## src/rtl/magic_square_gen.sv

```systemverilog
// Sequential producer of the eight Lo Shu symmetries (4 rotations x optional mirror),
// each shifted by a latched offset, presented as a 3x3 grid over a valid/ready handshake.
module magic_square_gen #(
   parameter int MAX_OFFSET = 6
) (
   input  logic       clock,
   input  logic       reset,
   input  logic       start,
   input  logic [3:0] offset,
   input  logic       ready,
   output logic       valid,
   output logic [3:0] num1,
   output logic [3:0] num2,
   output logic [3:0] num3,
   output logic [3:0] num4,
   output logic [3:0] num5,
   output logic [3:0] num6,
   output logic [3:0] num7,
   output logic [3:0] num8,
   output logic [3:0] num9,
   output logic [7:0] magic_constant,
   output logic [2:0] variant,
   output logic       last,
   output logic       busy,
   output logic       done,
   output logic       error
);

   typedef enum logic [1:0] {
      IDLE,
      PRESENT,
      FINISH
   } state_t;

   localparam logic [3:0] MAX_OFF = 4'(MAX_OFFSET);

   // Cell k of the returned grid is row-major position k (0 = top-left).
   function automatic logic [8:0][3:0] build_square(input logic [2:0] v, input logic [3:0] off);
      logic [3:0]       g   [9];
      logic [3:0]       t   [9];
      logic [8:0][3:0]  res;
      g = '{4'd2, 4'd7, 4'd6, 4'd9, 4'd5, 4'd1, 4'd4, 4'd3, 4'd8};
      t = g;
      if (v[2]) begin
         for (int r = 0; r < 3; r++)
            for (int c = 0; c < 3; c++)
               t[r*3+c] = g[r*3+2-c];
      end
      g = t;
      for (int k = 0; k < 3; k++) begin
         if (k < int'(v[1:0])) begin
            for (int r = 0; r < 3; r++)
               for (int c = 0; c < 3; c++)
                  t[r*3+c] = g[(2-c)*3+r];
            g = t;
         end
      end
      for (int i = 0; i < 9; i++) res[i] = g[i] + off;
      return res;
   endfunction

   state_t          state_q,   state_d;
   logic [3:0]      off_q,     off_d;
   logic [2:0]      variant_q, variant_d;
   logic            valid_q,   valid_d;
   logic            last_q,    last_d;
   logic            busy_q,    busy_d;
   logic            done_q,    done_d;
   logic            error_q,   error_d;
   logic [8:0][3:0] cells_q,   cells_d;
   logic [7:0]      magic_q,   magic_d;
   logic            load;

   always_comb begin
      // NOTE: every signal gets a hold/default value up front so no path leaves one unassigned, which would infer a latch.
      state_d   = state_q;
      off_d     = off_q;
      variant_d = variant_q;
      valid_d   = valid_q;
      last_d    = last_q;
      busy_d    = busy_q;
      done_d    = 1'b0;
      error_d   = 1'b0;
      cells_d   = cells_q;
      magic_d   = magic_q;
      load      = 1'b0;

      case (state_q)
         IDLE: begin
            if (start) begin
               if (offset > MAX_OFF) begin
                  error_d = 1'b1;
               end else begin
                  off_d     = offset;
                  state_d   = PRESENT;
                  valid_d   = 1'b1;
                  busy_d    = 1'b1;
                  variant_d = 3'd0;
                  last_d    = 1'b0;
                  load      = 1'b1;
               end
            end
         end
         PRESENT: begin
            if (valid_q && ready) begin
               if (variant_q == 3'd7) begin
                  state_d = FINISH;
                  valid_d = 1'b0;
                  last_d  = 1'b0;
                  done_d  = 1'b1;
               end else begin
                  variant_d = variant_q + 3'd1;
                  last_d    = (variant_q == 3'd6);
                  load      = 1'b1;
               end
            end
         end
         FINISH: begin
            state_d = IDLE;
            busy_d  = 1'b0;
         end
         default: state_d = IDLE;
      endcase

      // Grid and constant follow the variant about to be registered, so they change only on a load.
      if (load) begin
         cells_d = build_square(variant_d, off_d);
         magic_d = 8'd15 + 8'd3 * {4'd0, off_d};
      end
   end

   // NOTE: state registers use non-blocking assignments so all flops sample pre-edge values together.
   always_ff @(posedge clock or posedge reset) begin
      if (reset) begin
         state_q   <= IDLE;
         off_q     <= 4'd0;
         variant_q <= 3'd0;
         valid_q   <= 1'b0;
         last_q    <= 1'b0;
         busy_q    <= 1'b0;
         done_q    <= 1'b0;
         error_q   <= 1'b0;
         cells_q   <= '0;
         magic_q   <= 8'd0;
      end else begin
         state_q   <= state_d;
         off_q     <= off_d;
         variant_q <= variant_d;
         valid_q   <= valid_d;
         last_q    <= last_d;
         busy_q    <= busy_d;
         done_q    <= done_d;
         error_q   <= error_d;
         cells_q   <= cells_d;
         magic_q   <= magic_d;
      end
   end

   assign valid          = valid_q;
   assign variant        = variant_q;
   assign last           = last_q;
   assign busy           = busy_q;
   assign done           = done_q;
   assign error          = error_q;
   assign magic_constant = magic_q;
   assign num1           = cells_q[0];
   assign num2           = cells_q[1];
   assign num3           = cells_q[2];
   assign num4           = cells_q[3];
   assign num5           = cells_q[4];
   assign num6           = cells_q[5];
   assign num7           = cells_q[6];
   assign num8           = cells_q[7];
   assign num9           = cells_q[8];

endmodule
```

## config.mk

```make
export PLATFORM = sky130hd
export DESIGN_NAME = magic_square_gen
export DESIGN_NICKNAME = d
export VERILOG_FILES = /design/src/rtl/magic_square_gen.sv
export SDC_FILE = /design/constraint.sdc
export NUM_CORES = 1
export LEC_CHECK = 0
export ABC_AREA = 1
export CAP_MARGIN = 10
export CELL_PAD_IN_SITES_DETAIL_PLACEMENT = 2
export CELL_PAD_IN_SITES_GLOBAL_PLACEMENT = 2
export CORE_MARGIN = 10
export CORE_UTILIZATION = 33
export CTS_CLUSTER_DIAMETER = 30
export DETAILED_ROUTE_END_ITERATION = 10
export PLACE_DENSITY = 0.91
export SLEW_MARGIN = 20
export SYNTH_ARGS = -nofsm -noshare
export SYNTH_HDL_FRONTEND = slang
export SYNTH_SLANG_ARGS = --single-unit
```

## constraint.sdc

```tcl
create_clock -name clock -period 6.95 [get_ports clock]
set_clock_uncertainty 0.05 [all_clocks]
set_input_delay 0.695 -clock clock [delete_from_list [all_inputs] [get_ports clock]]
set_output_delay 0.695 -clock clock [all_outputs]
set_load 0.01 [all_outputs]
```

==> summary.txt <==
Routing
  – Routed Wire Length: 10.1 mm
  – Via/cell ratio: 4.87
  – Detail Route Antenna Nets: 0
  – DR vias: 2763
  – Starting DRT DRC Count: 85
  – DR WL met2: 5.44 mm
  – Routed len/inst: 17.9 um
  – First drt pass iteration count: 4
  – Metal3 WL: 341 um
  – Max Used Layer: met4
  – Metal-1 WL: 4.08 mm
  – DRC viols: 0

Logic synthesis
  – Main combinational cell family by area after synthesis: simple AND/OR/NAND/NOR gates
  – Complex-gate fraction of the synthesized area: 7.46%
  – Synth async-reset ratio: 100%
  – Syn Area/Cell: 8.11 sq um
  – Warnings, synthesis: 0
  – Synth Register Bits: 46
  – Synth cell types: 34
  – EDFF count, synth: 0
  – Post-synthesis mux area share: 0%
  – Post-synthesis adder-cell area fraction: 15.5%
  – Seq/Total Area, Yosys: 36.1%
  – Mapped Cells: 393
  – Synth Cell Area: 3190 sq um
  – Post-synthesis simple-gate area fraction: 26.8%
  – Ys flop type: dfrtp_1
  – Synth Area in XOR/XNOR: 3.02%

Clock network
  – CTS sink cnt: 46
  – Setup bufs post-CTS: 0
  – CTS clk-pin slew, worst paths: 90 ps
  – Maximum clock path buffer count: 2
  – Htree depth: 2
  – CTS tree: built
  – Clock Root Buffer: clkbuf_8
  – Post-CTS sizing: 0
  – CTS Hold Bufs: 0
  – Clk_lat worst skew: 310 ps
  – CTS Buf Count: 5

Floorplan
  – Die width: 118 um
  – Core area: 9330 sq um
  – Initial Util: 34.2%
  – Die area: 14000 sq um
  – Die height: 118 um
  – Cell Rows: 35
  – # IOs: 60

Worst setup path
  – Worst path arrival time: 4630 ps
  – WP data required: 7150 ps
  – Crit path capture type: flop
  – Setup crit start kind: input port
  – Crit Path Category: in2reg
  – Most used cell, CP: inv_1
  – Critical path, cell by cell: clkdlybuf4s50_1 > nand3_1 > nand4_4 > o21ai_0 > nor2_1 > ha_1 > inv_1 > o21ai_0 > ha_1 > inv_1 > o211ai_1 > inv_1 > nand2_1 > nand3_1 > nand2_1
  – CP Max Fanout: 16
  – Max stage delay on crit path: 600 ps
  – Slowest cell on the critical path: ha_1

Cells and area
  – Final Cell Area: 3890 sq um
  – Fillers: 1076
  – Commonest cells after routing, fill and taps aside: nand2_1, clkdlybuf4s50_1, inv_1
  – Fraction of layout cells with a size suffix above 1: 8.45%
  – Ant. Diodes: 0
  – Nets: 482
  – Syn-to-layout area delta: 22.0%
  – Multi-input logic area: 1690 sq um
  – FF+latch area: 1150 sq um
  – Commonest non-fill, non-tap cell in the layout: nand2_1

Placed design
  – Buffers on Ports: 57
  – Worst slack, placed: 2370 ps
  – GP Congestion: 0.871
  – DP HPWL: 7.65 mm
  – Area post-placement: 3780 sq um

Worst hold path
  – HP Class: reg2reg

STA
  – Worst hold margin: 442 ps
  – Max Slew Vio Count: 0
  – Final hold violation count: 0
  – Shortest period the worst path allows: 4420 ps
  – Setup tns final: 0 ps
  – Final setup fails: 0
  – Worst slew pin tran: 835 ps
  – Period Utilization, post-route: 63.6%
  – Fmax: 0.226 GHz
  – RSZ-0062 raised after global routing: no
  – Slew margin rel.: 44.3%
  – Final WS setup: 2530 ps

GRT
  – Overall Global Routing Usage: 14.8%
  – Largest net degree at the start of global routing: 47
  – First-pass GRT wire length: 17.0 mm
  – Initial antenna violation count: 0
  – Remaining global-route overflow: 0
  – Vias in the first global route: 3212

Flow run
  – MaxCap Viol Count: 0

Outcome
  – Status: finished, final reports clean
-- metal layers --
metal | up-vias | track usage (%)
met5 | - | 0
met4 | 0 | 6.65
met3 | 19 | 2.95
met2 | 50 | 27.5
met1 | 1392 | 15.7
li1 | 1302 | -
-- critical path: cells and delay by family --
family          cells  cell delay [ps]
compound gates      3              950
buf+inv             4              960
simple gates        6             1110
fa+ha+maj           2              900
-- through the flow --
step	utilization (%)	instances
2_1_floorplan	-	394
3_3_place_gp	40.5	560
3_5_place_dp	40.5	560
4_1_cts	41.7	567
5_1_grt	41.7	567
6_report	41.7	567
-- cell type report --
class / instances / area share (%)
sequential: 46 / 29.6
timing repair buffer: 58 / 14.9
clock buffer: 6 / 2.12
inverter: 52 / 5.05
tap: 129 / 4.15
clock inverter: 1 / 0.772
multi-input combinational: 275 / 43.5
-- sequential cells by signal (all words and copies together), names as in the netlist --
name / cells
num8: 2
num9: 3
valid: 1
busy: 1
num6: 2
num3: 3
last: 1
num2: 4
num1: 4
error: 1
variant: 3
state_q: 2
off_q: 4
num4: 3
done: 1
num7: 3
num5: 3
magic_constant: 5
-- kinds of logic (layout without fill, tap and decap cells) --
kind of cell | count (synthesis) | after routing
buf+inv | 73 | 117
xor+xnor | 11 | 11
fa+ha+maj | 36 | 36
simple gates | 183 | 183
compound gates | 43 | 43
other cells | 1 | 2
flops | 46 | 46
-- synth_stat cells (5+ instances only) --
library cell / number / area share [%]
a21oi_1: 7 / 1.1
ha_1: 30 / 12
clkbuf_1: 5 / 0.59
nand2_2: 7 / 1.4
inv_1: 49 / 5.8
nor2_1: 16 / 1.9
xnor2_1: 7 / 1.9
dfrtp_1: 46 / 36
o21ai_0: 24 / 3.8
nand2_1: 113 / 13
fa_1: 6 / 3.8
nand3_1: 24 / 3.8
buf_4: 14 / 3.3
-- final timing paths --
path | end | slack [ps] | from | depth (start not counted)
max | num4[3]$_DFFE_PP0P_ | 2530 | offset[2] | 15
min | num2[3]$_DFFE_PP0P_ | 440 | num2[3]$_DFFE_PP0P_ | 2
max reg2reg | num4[3]$_DFFE_PP0P_ | 2810 | variant[0]$_DFF_PP0_ | 16
min reg2reg | num2[3]$_DFFE_PP0P_ | 440 | num2[3]$_DFFE_PP0P_ | 2
max in group asynchronous | num2[3]$_DFFE_PP0P_ | 5560 | reset | 2
min in group asynchronous | error$_DFF_PP0_ | 800 | reset | 2
Power is left out: the tool's default activity adds up to more than one toggle a clock period on the data nets, which glitch-free logic cannot reach.
